File: src/rtl/idma_ar_burst_gen.sv
// rtl/idma_ar_burst_gen.sv - AXI read-address burst generator with 4KB splitting and outstanding-burst limit
module idma_ar_burst_gen #(
    parameter int AXI_DATA_WID = 256,
    parameter int AXI_ADDR_WID = 32,
    parameter int AXI_LENW     = 4,
    parameter int AXI_IDW      = 4,
    parameter int AR_ID        = 0,
    parameter int OSTD_W       = 4
) (
    input  logic                    aclk,
    input  logic                    aresetn,
    input  logic [OSTD_W-1:0]       cfg_outstd,
    input  logic                    cfg_cross4k_en,
    input  logic                    req_valid,
    output logic                    req_ready,
    input  logic [AXI_ADDR_WID-1:0] req_addr,
    input  logic [31:0]             req_num,
    output logic                    arvalid,
    input  logic                    arready,
    output logic [AXI_IDW-1:0]      arid,
    output logic [AXI_ADDR_WID-1:0] araddr,
    output logic [AXI_LENW-1:0]     arlen,
    output logic [2:0]              arsize,
    output logic [1:0]              arburst,
    input  logic                    rvalid,
    input  logic                    rready,
    input  logic                    rlast,
    output logic                    busy,
    output logic                    done,
    output logic [OSTD_W-1:0]       ostd_cnt
);

    localparam int          BSZ_LOG   = $clog2(AXI_DATA_WID / 8);
    localparam logic [31:0] MAX_BEATS = 32'd1 << AXI_LENW;
    localparam logic [31:0] ADDR_MASK = ~((32'd1 << BSZ_LOG) - 32'd1);

    typedef enum logic [1:0] {
        S_IDLE  = 2'd0,
        S_ISSUE = 2'd1,
        S_DRAIN = 2'd2
    } state_t;

    state_t            state;
    state_t            state_nxt;
    logic [31:0]       cur_addr;
    logic [31:0]       remaining;
    logic [31:0]       cur_len;
    logic [31:0]       burst_len;
    logic [31:0]       beats_to_4k;
    logic [12:0]       bytes_to_4k;
    logic [OSTD_W-1:0] eff_limit;
    logic [OSTD_W-1:0] ostd_nxt;
    logic              ar_hs;
    logic              last_hs;
    logic              r_dec;
    logic              can_issue;

    assign req_ready = (state == S_IDLE);
    assign busy      = (state != S_IDLE);
    assign arsize    = 3'(BSZ_LOG);
    assign arburst   = 2'b01;
    assign arid      = AXI_IDW'(AR_ID);

    assign ar_hs     = arvalid & arready;
    // cur_len holds the length of the burst on the bus, so this is the final burst
    assign last_hs   = ar_hs && (remaining == cur_len);
    assign eff_limit = (cfg_outstd == '0) ? OSTD_W'(1) : cfg_outstd;
    assign can_issue = (state == S_IDLE) ? 1'b0 :
                       ((state == S_ISSUE) && !arvalid && (remaining != 32'd0) && (ostd_cnt < eff_limit));

    // Next burst length: remaining beats clipped to max burst and, optionally, to the 4KB page end
    always_comb begin
        bytes_to_4k = 13'h1000 - {1'b0, cur_addr[11:0]};
        beats_to_4k = 32'(bytes_to_4k >> BSZ_LOG);
        burst_len   = remaining;
        if (burst_len > MAX_BEATS) begin
            burst_len = MAX_BEATS;
        end
        if (!cfg_cross4k_en && (burst_len > beats_to_4k)) begin
            burst_len = beats_to_4k;
        end
    end

    // Outstanding count: an rlast with nothing outstanding is stray and dropped
    always_comb begin
        r_dec    = rvalid && rready && rlast && (ostd_cnt != '0);
        ostd_nxt = ostd_cnt;
        if (ar_hs && !r_dec) begin
            ostd_nxt = ostd_cnt + OSTD_W'(1);
        end else if (!ar_hs && r_dec) begin
            ostd_nxt = ostd_cnt - OSTD_W'(1);
        end
    end

    // Command sequencing: IDLE -> ISSUE -> DRAIN -> IDLE
    always_comb begin
        state_nxt = state;
        case (state)
            S_IDLE: begin
                if (req_valid && (req_num != 32'd0)) begin
                    state_nxt = S_ISSUE;
                end
            end
            S_ISSUE: begin
                if (last_hs) begin
                    state_nxt = S_DRAIN;
                end
            end
            S_DRAIN: begin
                if (ostd_nxt == '0) begin
                    state_nxt = S_IDLE;
                end
            end
            default: state_nxt = S_IDLE;
        endcase
    end

    // State register
    always_ff @(posedge aclk or negedge aresetn) begin
        if (!aresetn) begin
            state <= S_IDLE;
        end else begin
            state <= state_nxt;
        end
    end

    // Command latch, AR channel registers, outstanding counter and done pulse
    always_ff @(posedge aclk or negedge aresetn) begin
        if (!aresetn) begin
            cur_addr  <= 32'd0;
            remaining <= 32'd0;
            cur_len   <= 32'd0;
            arvalid   <= 1'b0;
            araddr    <= '0;
            arlen     <= '0;
            ostd_cnt  <= '0;
            done      <= 1'b0;
        end else begin
            ostd_cnt <= ostd_nxt;
            done     <= ((state == S_IDLE) && req_valid && (req_num == 32'd0)) ||
                        ((state == S_DRAIN) && (state_nxt == S_IDLE));
            if ((state == S_IDLE) && req_valid) begin
                cur_addr  <= 32'(req_addr) & ADDR_MASK;
                remaining <= req_num;
            end
            if (can_issue) begin
                arvalid <= 1'b1;
                araddr  <= cur_addr[AXI_ADDR_WID-1:0];
                arlen   <= AXI_LENW'(burst_len - 32'd1);
                cur_len <= burst_len;
            end else if (ar_hs) begin
                arvalid   <= 1'b0;
                cur_addr  <= cur_addr + (cur_len << BSZ_LOG);
                remaining <= remaining - cur_len;
            end
        end
    end

endmodule

File: config.mk
export PLATFORM = sky130hd
export DESIGN_NAME = idma_ar_burst_gen
export DESIGN_NICKNAME = d
export VERILOG_FILES = /design/src/rtl/idma_ar_burst_gen.sv
export SDC_FILE = /design/constraint.sdc
export NUM_CORES = 1
export LEC_CHECK = 0
export BUFFER_PORTS_ARGS = -buffer_cell sky130_fd_sc_hd__buf_2
export CORE_ASPECT_RATIO = 1.75
export CORE_MARGIN = 2
export CORE_UTILIZATION = 35
export DETAILED_ROUTE_END_ITERATION = 6
export GPL_ROUTABILITY_DRIVEN = 0
export SYNTH_ARGS = -nofsm -noshare
export SYNTH_HDL_FRONTEND = slang
export SYNTH_SLANG_ARGS = --single-unit
export TNS_END_PERCENT = 100
File: constraint.sdc
create_clock -name aclk -period 5 [get_ports aclk]
set_input_delay 1.5 -clock aclk [delete_from_list [all_inputs] [get_ports aclk]]
set_output_delay 1.5 -clock aclk [all_outputs]
set_load 0.05 [all_outputs]
Yosys cells after proc, flatten, opt, wreduce, memory -nomap -nowiden
Cells that the tools add are included.

storage, ports and cells
  bits in registers = 140
  input bits = 76
  output and inout bits = 53
  logic and storage cells = 69

cells by class
  add/subtract/negate cells = 6
  order comparisons = 3
  equality and inequality tests = 3
  mux-type cells = 18
  bitwise logic cells = 1
  reduce and logical (&&, ||, !) cells = 29

operators by type and width
  operator                  count
  $mux W32                  8
  $reduce_bool A32 Y1       2
  $add A32 B32 Y32          1
  $eq A32 B32 Y1            1
  $gt A32 B5 Y1 const B     1
  $gt A32 B8 Y1             1
  $logic_not A32 Y1         1
  $sub A32 B32 Y32          1
  $logic_and A1 B1 Y1       14
  $sub A13 B12 Y13 const A  1
  $mux W4                   3
  $logic_not A4 Y1          2
  $sub A4 B1 Y4 const B     2
  $mux W2                   3
  $pmux W2 S3               1
  $add A4 B1 Y4 const B     1
  $logic_not A1 Y1          4
  $logic_not A2 Y1          2
  $lt A4 B4 Y1              1
  $reduce_bool A2 Y1        2
  $reduce_bool A4 Y1        1
  $mux W1                   3
  $eq A2 B1 Y1 const B      1
  $eq A2 B2 Y1 const B      1
  other kinds (2)           2

Logic depth before layout (Yosys ltp)
Gate-level depths: netlist of run 1.

  depth after elaboration = 12
  depth in mapped cells = 18

Worst setup path after synthesis of run 1
No wires, ideal clock.

  path type = reg-to-reg
  start = reg cur_addr[0]
  end = reg arlen[2]
  library setup time = 130 ps
  arrival time = 3745 ps
  required time = 4870 ps
  path slack = 1125 ps
  cell stages (with the launch flop) = 17
  path buffers = 1
  path through = dfrtp_1 > or4_4 > nor4_1 > nand2b_1 > nor3_1 > xor2_1 > ha_1 > a21o_1 > a21o_1 > a211oi_1 > a2bb2oi_1 > a221oi_2 > buf_6 > mux2i_2 > ha_1 > xor2_1 > o21ai_1

between the ends
  cells in the longest elaborated chain, start to end = 5

RTL lines
  what                    RTL line  source
  from (decl)             45        logic [31:0] cur_addr;
  from (signal assigned)  143       cur_addr <= 32'(req_addr) & ADDR_MASK;
  from (signal assigned)  153       cur_addr <= cur_addr + (cur_len << BSZ_LOG);
  $sub A13 B12 Y13 (*)    73        bytes_to_4k = 13'h1000 - {1'b0, cur_addr[11:0]};
  $gt A32 B8 Y1           79        if (!cfg_cross4k_en && (burst_len > beats_to_4k)) begin
  $logic_and A1 B1 Y1     79
  $mux W32 (*)            79
  $sub A4 B1 Y4 (*)       149       arlen <= AXI_LENW'(burst_len - 32'd1);
  to (signal assigned)    149
  to (decl)               22        output logic [AXI_LENW-1:0] arlen,

Mark *: on every way between the ends. The rest lies on a longest branch, timed or not.
A chain may end at the register's enable or synchronous reset.

Final worst setup path of run 1
Ends and elaborated chain as after synthesis.

==> results of run 1 <==
[power by group through the flow]
stage	Combinational (mW)	Sequential [mW]	Clock [mW]
6_report	4.15	1.93	1.24
5_1_grt	4.61	1.99	1.31
4_1_cts	4.16	1.93	1.26
3_5_place_dp	4.13	1.95	0
3_3_place_gp	4.07	1.94	0
2_1_floorplan	2.77	2.34	0
[worst min-delay path by stage]
stage / cells past startpoint / to / from
2_1_floorplan: 1 / state[0] / state[1]
3_3_place_gp: 2 / araddr[9] / araddr[9]
3_5_place_dp: 2 / araddr[24] / araddr[24]
4_1_cts: 2 / araddr[24] / araddr[24]
5_1_grt: 2 / araddr[14] / araddr[14]
6_report: 2 / araddr[14] / araddr[14]
[logic make-up (layout without fill, tap and decap cells)]
logic type / Yosys count / in the layout / synth area share
and+or+nand+nor: 377 / 377 / 0.190
AOI/OAI and AO/OA: 289 / 289 / 0.193
DFF: 140 / 140 / 0.374
buffers and inverters: 112 / 213 / 0.0497
adders and majority gates: 72 / 72 / 0.0979
xor gates and xnor gates: 49 / 49 / 0.0459
muxes: 45 / 45 / 0.0487
other: 2 / 12 / 0.000802
[sequential cells by signal, summed over array words and instances, names as in the netlist]
name and cells:
cur_len 32, cur_addr 32, done 1, arlen 4, araddr 32, remaining 32
ostd_cnt 4, state 2, arvalid 1
[final cells by class]
| type | count | area [µm²] | area share |
|---|---|---|---|
| Multi-Input combinational cell | 844 | 5440 | 0.504 |
| Clock buffer | 20 | 467 | 0.0432 |
| Clock inverter | 11 | 95.1 | 0.00880 |
| Inverter | 60 | 225 | 0.0209 |
| Timing Repair Buffer | 122 | 662 | 0.0613 |
| Sequential cell | 140 | 3500 | 0.324 |
| Tap cell | 324 | 405 | 0.0375 |
[cell usage in the layout, fill, tap and decap left out, types with 7 or more instances in the layout]
master / count
sky130_fd_sc_hd__dfrtp_1: 140
sky130_fd_sc_hd__a21oi_1: 71
sky130_fd_sc_hd__nand4_1: 12
sky130_fd_sc_hd__o21ai_0: 72
sky130_fd_sc_hd__and2_1: 14
sky130_fd_sc_hd__nand2b_1: 11
sky130_fd_sc_hd__and3_1: 12
sky130_fd_sc_hd__nor2_1: 87
sky130_fd_sc_hd__o21bai_1: 8
sky130_fd_sc_hd__xnor2_1: 27
sky130_fd_sc_hd__mux2i_1: 43
sky130_fd_sc_hd__o22ai_1: 7
sky130_fd_sc_hd__clkbuf_16: 17
sky130_fd_sc_hd__nor2b_1: 10
sky130_fd_sc_hd__a31oi_1: 26
sky130_fd_sc_hd__a211oi_1: 16
sky130_fd_sc_hd__o211ai_1: 7
sky130_fd_sc_hd__nor4_1: 28
sky130_fd_sc_hd__inv_1: 59
sky130_fd_sc_hd__o21a_1: 15
sky130_fd_sc_hd__ha_1: 70
sky130_fd_sc_hd__nand2_1: 140
sky130_fd_sc_hd__nor3_1: 18
sky130_fd_sc_hd__conb_1: 12
sky130_fd_sc_hd__nand3_1: 20
sky130_fd_sc_hd__a21o_1: 24
sky130_fd_sc_hd__buf_2: 113
sky130_fd_sc_hd__xor2_1: 22
[per-stage QoR]
stage | util | cells
global route | 0.408 | 1521
global placement | 0.386 | 1490
detailed placement | 0.386 | 1490
CTS | 0.407 | 1521
floorplan | - | 1096
finish | 0.408 | 1521
[metal layers]
metal,vias to the layer above,part of all wire,GRT usage,routed length [µm]
met3,33,0.037,0.0346,946
li1,4054,-,-,-
met1,3958,0.42,0.214,10700
met4,0,0.023,0.0725,586
met5,-,0,0,0
met2,158,0.52,0.341,13500
[what timing repair did]
| action | CTS | global route |
|---|---|---|
| endpoints found under the setup margin | 0 | 1 |
| resized for setup | 0 | 1 |
| buffers inserted | 0 | 0 |
[worst max-delay path: cells and delay by family (launching register included)]
family                     cells  cell delay (ns)
DFF                            1             0.39
xor gates and xnor gates       2             0.28
and+or+nand+nor                4             1.47
adders and majority gates      2             0.51
AOI/OAI and AO/OA              6             1.51
muxes                          1             0.29
==> metrics.log, run 1 <==
INFO  metric finalPower = 7.32 mW
INFO  metric tritoncts_clock_tree = yes
INFO  metric cts_inserted_buffers = 17
INFO  metric total_switching_power = between 3 and 4 mW
INFO  metric placed_cell_area = 0.0102 mm²
INFO  metric static-leakage-power = between 4 and 5 nW
INFO  metric timing.critical_path.to_type = flop
INFO  metric crit_path_cell_trace = or4_4 -> nor4_1 -> nand2b_1 -> nor3_1 -> xor2_1 -> ha_1 -> a21o_1 -> a21o_1 -> a211oi_1 -> a2bb2oi_1 -> a221oi_4 -> mux2i_1 -> ha_1 -> xor2_1 -> o21ai_1
INFO  metric vias = a little over 8000
INFO  metric synth_enable_flop_cells = 0
INFO  metric diodes = 0
INFO  metric fmax = ~0.22 GHz
INFO  metric cts.reportedPaths.clkPinSlew = roughly 0.060 ns
INFO  metric share_comb_of_total_power = 0.567
INFO  metric remaining_design_rule_violation_count = 0
INFO  metric power.ir.vdd_worst = around 0.32 mV
INFO  metric timing.critical_path.from = cur_addr[0]
INFO  metric antenna_found_initial = 0
INFO  metric critPathRequiredTime = between 5 and 6 ns
INFO  metric cell_internal_pwr = between 3 and 4 mW
INFO  metric power-per-cell-area = 678 mW/mm²
INFO  metric route.detailed.vias_per_inst = between 5 and 6
INFO  metric routed_wirelength = 25.7 mm
INFO  metric startpoint_types = flop
INFO  metric grt_util_all_layers = 0.186
INFO  metric worst-r2r-setup-slack = 0.42 ns
INFO  metric fp.dieH = roughly 220 µm
INFO  metric dieWidth = between 100 and 150 µm
INFO  metric nNetsFinal = approximately 1300
INFO  metric most_frequently_used_cell_type_in_the_post_synthesis_netlist = sky130_fd_sc_hd__nand2_1
INFO  metric finalWorstPathRequiredPeriod = 4.58 ns
INFO  metric clock_power_share = 0.169
INFO  metric final_antenna_net_count = 0
INFO  metric worstPathArrival = between 4 and 5 ns
INFO  metric design_area = ~0.011 mm²
INFO  metric critical_path.slowest_cell = sky130_fd_sc_hd__or4_4
INFO  metric p_sw_frac = 0.479
INFO  metric ctsLongestPathBuffers = 2
INFO  metric total_of_flip_flops_plus_latches_after_synthesis = 140
INFO  metric max_stage_delay = around 0.58 ns
INFO  metric hp-class = flop to flop
INFO  metric post_synthesis_cells = between 1000 and 1500
INFO  metric setup_crit_path_kind = flop to flop
INFO  metric cts_hold_buffers = 0
INFO  metric synthDominantCellAreaShare = 0.374
INFO  metric most_used_flip_flop_cell_after_synthesis = sky130_fd_sc_hd__dfrtp_1
INFO  metric cts_max_level = 4
INFO  metric ys_warn_count = 0
INFO  metric fin_hold_ws = 0.472 ns
INFO  metric yosys.area.top_type = sky130_fd_sc_hd__dfrtp_1
INFO  metric finalWorstSetupSlack = 0.420 ns
INFO  metric outcome = completed
INFO  metric grt_setup_unrepaired = false
INFO  metric floorplan.initialDensity = 0.353
INFO  metric cts-root-buf = sky130_fd_sc_hd__clkbuf_16
INFO  metric area_growth_syn_to_layout = 15.4%
INFO  metric timing_hold_violations_final = 0
INFO  metric cts.sinks = 140
INFO  metric crit_fanout = 11
INFO  metric worst_r2r_path_depth = 15
INFO  metric grt_max_degree = approximately 90
INFO  metric fillcell_total = between 2000 and 3000
INFO  metric number_of_global_route_vias_before_repair = 8116
INFO  metric synth.cells.most_frequent = 141 x sky130_fd_sc_hd__nand2_1, 140 x sky130_fd_sc_hd__dfrtp_1, 87 x sky130_fd_sc_hd__nor2_1
INFO  metric numPortBuffers = 114
INFO  metric die_outline_area = 0.0281 mm²
INFO  metric wl_per_cell = approximately 17 µm
INFO  metric unique_masters_post_synth = 67
INFO  metric clkLatencyLatePin = ~0.44 ns
INFO  metric grt_overflow = 0
INFO  metric async_flop_share = 1.00
INFO  metric seq_power_share = 0.264
INFO  metric critical_path.reg2reg.endpoint = arlen[2]
INFO  metric synth_area_leaders = sky130_fd_sc_hd__dfrtp_1 37%, sky130_fd_sc_hd__ha_1 9.4%, sky130_fd_sc_hd__nand2_1 5.7%, sky130_fd_sc_hd__mux2i_1 4.6%, sky130_fd_sc_hd__o21ai_0 3.9%
INFO  metric crit_end = arlen[2]
INFO  metric worst_slew_pin_slew = 0.893 ns
INFO  metric synth.cell_area = 0.00936 mm²
INFO  metric grt_first_pass_wirelength = 41.2 mm
INFO  metric rows = 79
INFO  metric max_cap_violations = 0
INFO  metric clock-skew-final = ~0.0080 ns
INFO  metric num_ports = ~130
INFO  metric tightest_slew_margin_relative_to_the_limit = 0.405
INFO  metric finalSetupViolCount = 0
INFO  metric synth_seq_area_share = 0.374
INFO  metric drive_gt1_frac = 0.141
INFO  metric syn_area_per_cell = 8.62 µm²
INFO  metric core_region_area = approximately 0.026 mm²
INFO  metric detailedRoute.firstIterationViolations = ~420
INFO  metric firstDrtPassIters = 5
INFO  metric fin_crit_sh = 0.916
INFO  metric place.detailed.hpwl = 19.3 mm
INFO  metric fin_tns_setup = 0 ns
INFO  metric reg2reg_start = cur_addr[0]
INFO  metric dpl_worst_slack = 0.337 ns
INFO  metric report.final.slew_viol_count = 0
No activity file was read; power rests on OpenSTA's default activity.
==> run 2, diff against run 1 <==
- CORE_ASPECT_RATIO: 1.75 -> 1.2
==> metrics.log, run 2 (synthesized netlist as in run 1, its figures left out) <==
INFO  metric outcome = completed (unchanged)
INFO  metric worst_slew_pin_slew = 0.946 ns (was 0.893 ns)
INFO  metric grt_max_degree = 89 (was 92)
INFO  metric static-leakage-power = 4.86 nW (was 4.87 nW)
INFO  metric fp.dieH = 183 µm (was 220 µm)
INFO  metric finalWorstSetupSlack = 0.454 ns (was 0.420 ns)
INFO  metric rows = 65 (was 79)
INFO  metric ctsLongestPathBuffers = 2 (unchanged)
INFO  metric dpl_worst_slack = 0.454 ns (was 0.337 ns)
INFO  metric seq_area = 0.00350 mm² (unchanged)
INFO  metric worstPathArrival = 4.84 ns (was 4.90 ns)
INFO  metric dp_cells = 1503 (was 1490)
INFO  metric timing.critical_path.from = cur_addr[0] (unchanged)
INFO  metric diodes = 0 (unchanged)
INFO  metric cts-root-buf = sky130_fd_sc_hd__clkbuf_16 (unchanged)
INFO  metric timing.critical_path.to_type = flop (unchanged)
INFO  metric finalWorstPathRequiredPeriod = 4.55 ns (was 4.58 ns)
INFO  metric firstDrtPassIters = 5 (unchanged)
INFO  metric cts.reportedPaths.clkPinSlew = 0.06 ns (about the same)
INFO  metric numPortBuffers = 114 (unchanged)
INFO  metric grt_overflow = 0 (unchanged)
INFO  metric num_ports = 129 (unchanged)
INFO  metric critPathRequiredTime = 5.29 ns (was 5.32 ns)
INFO  metric core_region_area = 0.0263 mm² (was 0.0265 mm²)
INFO  metric setup_crit_path_kind = flop to flop (unchanged)
INFO  metric fin_tns_setup = 0 ns (unchanged)
INFO  metric drive_gt1_frac = 0.142 (was 0.141)
INFO  metric crit_fanout = 11 (unchanged)
INFO  metric grt_util_all_layers = 0.183 (was 0.186)
INFO  metric hp-class = flop to flop (unchanged)
INFO  metric routed_wirelength = 25.2 mm (was 25.7 mm)
INFO  metric final_antenna_net_count = 0 (unchanged)
INFO  metric min_from = araddr[4] (was araddr[14])
INFO  metric tritoncts_clock_tree = yes (unchanged)
INFO  metric wl_per_cell = 16.4 µm (was 16.9 µm)
INFO  metric power.ir.vdd_worst = 0.252 mV (was 0.325 mV)
INFO  metric remaining_design_rule_violation_count = 0 (unchanged)
INFO  metric max_cap_violations = 0 (unchanged)
INFO  metric grt_setup_unrepaired = false (unchanged)
INFO  metric fmax = 0.220 GHz (was 0.218 GHz)
INFO  metric place.detailed.hpwl = 18.8 mm (was 19.3 mm)
INFO  metric startpoint_types = flop (unchanged)
INFO  metric layout.cells.most_common_list = 140 x sky130_fd_sc_hd__nand2_1, 140 x sky130_fd_sc_hd__dfrtp_1, 113 x sky130_fd_sc_hd__buf_2 (unchanged)
INFO  metric dieWidth = 153 µm (was 128 µm)
INFO  metric number_of_global_route_vias_before_repair = 8058 (was 8116)
INFO  metric cts.sinks = 140 (unchanged)
INFO  metric multiInputGateArea = 0.00543 mm² (was 0.00544 mm²)
INFO  metric area_growth_syn_to_layout = 15.5% (was 15.4%)
INFO  metric nNetsFinal = 1335 (was 1333)
INFO  metric timing_hold_violations_final = 0 (unchanged)
INFO  metric cts_hold_buffers = 0 (unchanged)
INFO  metric fin_crit_sh = 0.909 (was 0.916)
INFO  metric cts_max_level = 4 (unchanged)
INFO  metric antenna_found_initial = 0 (unchanged)
INFO  metric floorplan.initialDensity = 0.356 (was 0.353)
INFO  metric cts_inserted_buffers = 17 (unchanged)
INFO  metric clkLatencyLatePin = 0.43 ns (was 0.44 ns)
INFO  metric post_cts_buffers = 0 (unchanged)
INFO  metric detailedRoute.firstIterationViolations = 343 (was 415)
INFO  metric finalSetupViolCount = 0 (unchanged)
INFO  metric clock-skew-final = 0.00969 ns (was 0.00801 ns)
INFO  metric tightest_slew_margin_relative_to_the_limit = 0.370 (was 0.405)
INFO  metric grt_first_pass_wirelength = 41.4 mm (was 41.2 mm)
INFO  metric vias = 8162 (was 8203)
INFO  metric number_of_instances_resized_during_post_cts_repair = 0 (unchanged)
INFO  metric layout.core_utilization = 0.411 (was 0.408)
INFO  metric power-per-cell-area = 675 mW/mm² (was 678 mW/mm²)
INFO  metric fillcell_total = 2727 (was 2693)
INFO  metric post_layout_nonfiller_instances = 1535 (was 1521)
INFO  metric die_outline_area = 0.0281 mm² (about the same)
INFO  metric route.detailed.vias_per_inst = 5.32 (was 5.39)
INFO  metric report.final.slew_viol_count = 0 (unchanged)
INFO  metric reg2reg_start = cur_addr[0] (unchanged)
[run 2: final timing paths]
path | depth (start not counted) | endpoint | slack (ns)
worst max-delay path | 17 | arlen[2] | 0.45
worst min-delay path | 2 | araddr[4] | 0.47
worst max register to register | 17 | arlen[2] | 0.45
worst min register to register | 2 | araddr[4] | 0.47
max in group asynchronous | 2 | cur_addr[5] | 2.90
min in group asynchronous | 1 | araddr[18] | 1.12
[run 2: metrics by stage]
step	area (µm²)	total power, mW	hold slack [ns]
after floorplan	9400	5.11	0.452
final	10800	7.29	0.473
after CTS	10800	7.34	0.476
after global placement	10200	5.98	0.458
after global routing	10800	7.92	0.510
after detailed placement	10200	6.05	0.461
[run 2: routing by layer]
layer,track usage,share of wire,wire length [µm],vias up
met4,0.0533,0.015,369,0
met3,0.0307,0.043,1080,25
met2,0.311,0.48,12100,166
li1,-,-,-,4077
met5,0,0,0,-
met1,0.241,0.46,11600,3894
[run 2: power by group]
part           total (mW)  internal, mW  switching (mW)
clock                1.26         0.737           0.522
combinational        4.11          1.52            2.59
sequential           1.93          1.56           0.366
total                7.29          3.82            3.47
[run 2: worst max-delay path, cell delays in order, from the launching register on]
cell and delay (ns):
sky130_fd_sc_hd__dfrtp_1 0.39, sky130_fd_sc_hd__or4_4 0.58, sky130_fd_sc_hd__nor4_1 0.34, sky130_fd_sc_hd__nand2b_1 0.20, sky130_fd_sc_hd__nor4_1 0.26, sky130_fd_sc_hd__nand2b_1 0.17, sky130_fd_sc_hd__nand2_1 0.06, sky130_fd_sc_hd__ha_1 0.29
sky130_fd_sc_hd__nand4_1 0.11, sky130_fd_sc_hd__or2_2 0.15, sky130_fd_sc_hd__nor2_1 0.04, sky130_fd_sc_hd__o21ai_0 0.16, sky130_fd_sc_hd__a2bb2oi_1 0.11, sky130_fd_sc_hd__a221oi_2 0.80, sky130_fd_sc_hd__mux2i_2 0.34, sky130_fd_sc_hd__ha_1 0.19
sky130_fd_sc_hd__xor2_1 0.14, sky130_fd_sc_hd__o21ai_1 0.07
[run 2: cell type report]
cell class | count | share of cell area
multi-input combinational | 844 | 0.503
sequential | 140 | 0.324
timing repair buffer | 124 | 0.0603
clock buffer | 19 | 0.0401
tap | 335 | 0.0388
inverter | 60 | 0.0208
clock inverter | 13 | 0.0133
==> run 3, diff against run 2 <==
- CORE_UTILIZATION: 35 -> 50
- PLACE_DENSITY: default -> 0.71
- RECOVER_POWER: default -> 50
==> metrics.log, run 3 (synthesized netlist as in run 1, its figures left out) <==
INFO  metric floorplan.initialDensity = 0.513 (was 0.356)
INFO  metric wl_per_cell = 16.7 µm (was 16.4 µm)
INFO  metric final_antenna_net_count = 0 (unchanged)
INFO  metric ctsLongestPathBuffers = 2 (unchanged)
INFO  metric report.final.slew_viol_count = 99 (was 0)
INFO  metric finalWorstPathRequiredPeriod = 4.52 ns (was 4.55 ns)
INFO  metric detailedRoute.firstIterationViolations = 553 (was 343)
INFO  metric tritoncts_clock_tree = yes (unchanged)
INFO  metric numPortBuffers = 114 (unchanged)
INFO  metric route.detailed.vias_per_inst = 5.80 (was 5.32)
INFO  metric worst_r2r_path_depth = 15 (was 17)
INFO  metric p_sw_frac = 0.475 (was 0.476)
INFO  metric timing_hold_violations_final = 0 (unchanged)
INFO  metric cell_internal_pwr = 3.85 mW (was 3.82 mW)
INFO  metric vias = 8252 (was 8162)
INFO  metric routed_wirelength = 23.8 mm (was 25.2 mm)
INFO  metric cts_hold_buffers = 0 (unchanged)
INFO  metric fmax = 0.221 GHz (was 0.220 GHz)
INFO  metric fin_tns_setup = 0 ns (unchanged)
INFO  metric cts.reportedPaths.clkPinSlew = 0.06 ns (about the same)
INFO  metric fp.dieH = 154 µm (was 183 µm)
INFO  metric grt_util_all_layers = 0.244 (was 0.183)
INFO  metric fin_hold_ws = 0.472 ns (was 0.473 ns)
INFO  metric static-leakage-power = 4.84 nW (was 4.86 nW)
INFO  metric drive_gt1_frac = 0.133 (was 0.142)
INFO  metric finalSetupViolCount = 0 (unchanged)
INFO  metric cts_inserted_buffers = 17 (unchanged)
INFO  metric seq_power_share = 0.263 (was 0.264)
INFO  metric layout.core_utilization = 0.585 (was 0.411)
INFO  metric worstPathArrival = 4.81 ns (was 4.84 ns)
INFO  metric grt_first_pass_wirelength = 38.9 mm (was 41.4 mm)
INFO  metric setup_crit_path_kind = flop to flop (unchanged)
INFO  metric violations = max-capacitance violations, max-slew violations
INFO  metric cts_max_level = 4 (unchanged)
INFO  metric total_switching_power = 3.48 mW (was 3.47 mW)
INFO  metric cts.sinks = 140 (unchanged)
INFO  metric max_cap_violations = 2 (was 0)
INFO  metric finalPower = 7.33 mW (was 7.29 mW)
INFO  metric layout.cells.most_common_list = 141 x sky130_fd_sc_hd__nand2_1, 140 x sky130_fd_sc_hd__dfrtp_1, 107 x sky130_fd_sc_hd__buf_2 (was 140 x sky130_fd_sc_hd__nand2_1, 140 x sky130_fd_sc_hd__dfrtp_1, 113 x sky130_fd_sc_hd__buf_2)
INFO  metric clock-skew-final = 0.00984 ns (was 0.00969 ns)
INFO  metric post_layout_nonfiller_instances = 1423 (was 1535)
INFO  metric antenna_found_initial = 1 (was 0)
INFO  metric clkLatencyLatePin = 0.42 ns (was 0.43 ns)
INFO  metric tightest_slew_margin_relative_to_the_limit = -1.02 (was 0.370)
INFO  metric power.ir.vdd_worst = 0.307 mV (was 0.252 mV)
INFO  metric die_outline_area = 0.0198 mm² (was 0.0281 mm²)
INFO  metric hp-class = flop to flop (unchanged)
INFO  metric critPathRequiredTime = 5.28 ns (was 5.29 ns)
INFO  metric layout.cells.most_common = sky130_fd_sc_hd__nand2_1
INFO  metric share_comb_of_total_power = 0.561 (was 0.563)
INFO  metric grt_max_degree = 79 (was 89)
INFO  metric dieWidth = 129 µm (was 153 µm)
INFO  metric post_cts_buffers = 0 (unchanged)
INFO  metric number_of_instances_resized_during_post_cts_repair = 0 (unchanged)
INFO  metric core_region_area = 0.0182 mm² (was 0.0263 mm²)
INFO  metric crit_fanout = 11 (unchanged)
INFO  metric min_path_cells = 2 (unchanged)
INFO  metric number_of_global_route_vias_before_repair = 8003 (was 8058)
INFO  metric power-per-cell-area = 687 mW/mm² (was 675 mW/mm²)
INFO  metric rows = 54 (was 65)
INFO  metric num_ports = 129 (unchanged)
INFO  metric startpoint_types = flop (unchanged)
INFO  metric dp_cells = 1390 (was 1503)
INFO  metric remaining_design_rule_violation_count = 0 (unchanged)
INFO  metric timing.critical_path.to_type = flop (unchanged)
INFO  metric grt_setup_unrepaired = false (unchanged)
INFO  metric area_growth_syn_to_layout = 14.1% (was 15.5%)
INFO  metric place.detailed.hpwl = 17.3 mm (was 18.8 mm)
INFO  metric cts-root-buf = sky130_fd_sc_hd__clkbuf_16 (unchanged)
INFO  metric firstDrtPassIters = 5 (unchanged)
INFO  metric outcome = complete, but fails checks (was completed)
INFO  metric fin_crit_sh = 0.905 (was 0.909)
INFO  metric grt_overflow = 0 (unchanged)
INFO  metric clock_power_share = 0.176 (was 0.173)
INFO  metric nNetsFinal = 1333 (was 1335)
INFO  metric worst_slew_pin_slew = 3.02 ns (was 0.946 ns)
run 3: power groups by stage:
stage | sequential, mW | clock, mW | combinational, mW
after floorplan | 2.34 | 0 | 2.77
after global placement | 1.93 | 0 | 3.99
after detailed placement | 1.94 | 0 | 4.05
after CTS | 1.92 | 1.31 | 4.10
after global routing | 1.98 | 1.35 | 4.58
final | 1.92 | 1.29 | 4.11
run 3: critical path, cell delays in order (launching register included):
cell and delay (ns):
sky130_fd_sc_hd__dfrtp_1 0.39, sky130_fd_sc_hd__or4_4 0.57, sky130_fd_sc_hd__nor4_1 0.39, sky130_fd_sc_hd__nand2b_1 0.21, sky130_fd_sc_hd__nor3_1 0.25, sky130_fd_sc_hd__xor2_1 0.14, sky130_fd_sc_hd__ha_1 0.31, sky130_fd_sc_hd__a21o_1 0.17
sky130_fd_sc_hd__a21o_1 0.18, sky130_fd_sc_hd__a211oi_1 0.55, sky130_fd_sc_hd__a2bb2oi_1 0.35, sky130_fd_sc_hd__a221oi_4 0.18, sky130_fd_sc_hd__mux2i_2 0.23, sky130_fd_sc_hd__ha_1 0.24, sky130_fd_sc_hd__xor2_1 0.14, sky130_fd_sc_hd__o21ai_1 0.06
run 3: through the flow:
stage               setup WS [ns]  area [µm²]
floorplan                    1.13        9400
global placement            0.521       10100
detailed placement          0.375       10100
CTS                         0.326       10700
global route               0.0971       10700
finish                      0.477       10700
run 3: final timing paths:
kind                            slack, ns            to   startpoint
worst max register to register       0.48      arlen[2]  cur_addr[0]
worst min register to register       0.47    araddr[10]   araddr[10]
worst max-delay path                 0.48      arlen[2]  cur_addr[0]
worst min-delay path                 0.47    araddr[10]   araddr[10]
max in group asynchronous            1.08  cur_addr[15]      aresetn
min in group asynchronous            2.17   cur_len[27]      aresetn
run 3: metal layers:
layer | wire, µm | vias to the layer above | track usage
li1 | - | 4072 | -
met1 | 10500 | 3918 | 0.322
met2 | 11600 | 220 | 0.410
met3 | 1090 | 42 | 0.0327
met4 | 580 | 0 | 0.0849
met5 | 0 | - | 0
run 3: final cells by class:
class	instances	area (µm²)
fill	1648	7560
antenna	1	2.50
inverter	60	225
timing repair buffer	122	637
sequential	140	3500
clock buffer	20	457
clock inverter	12	136
multi-input combinational	844	5440
tap	224	280
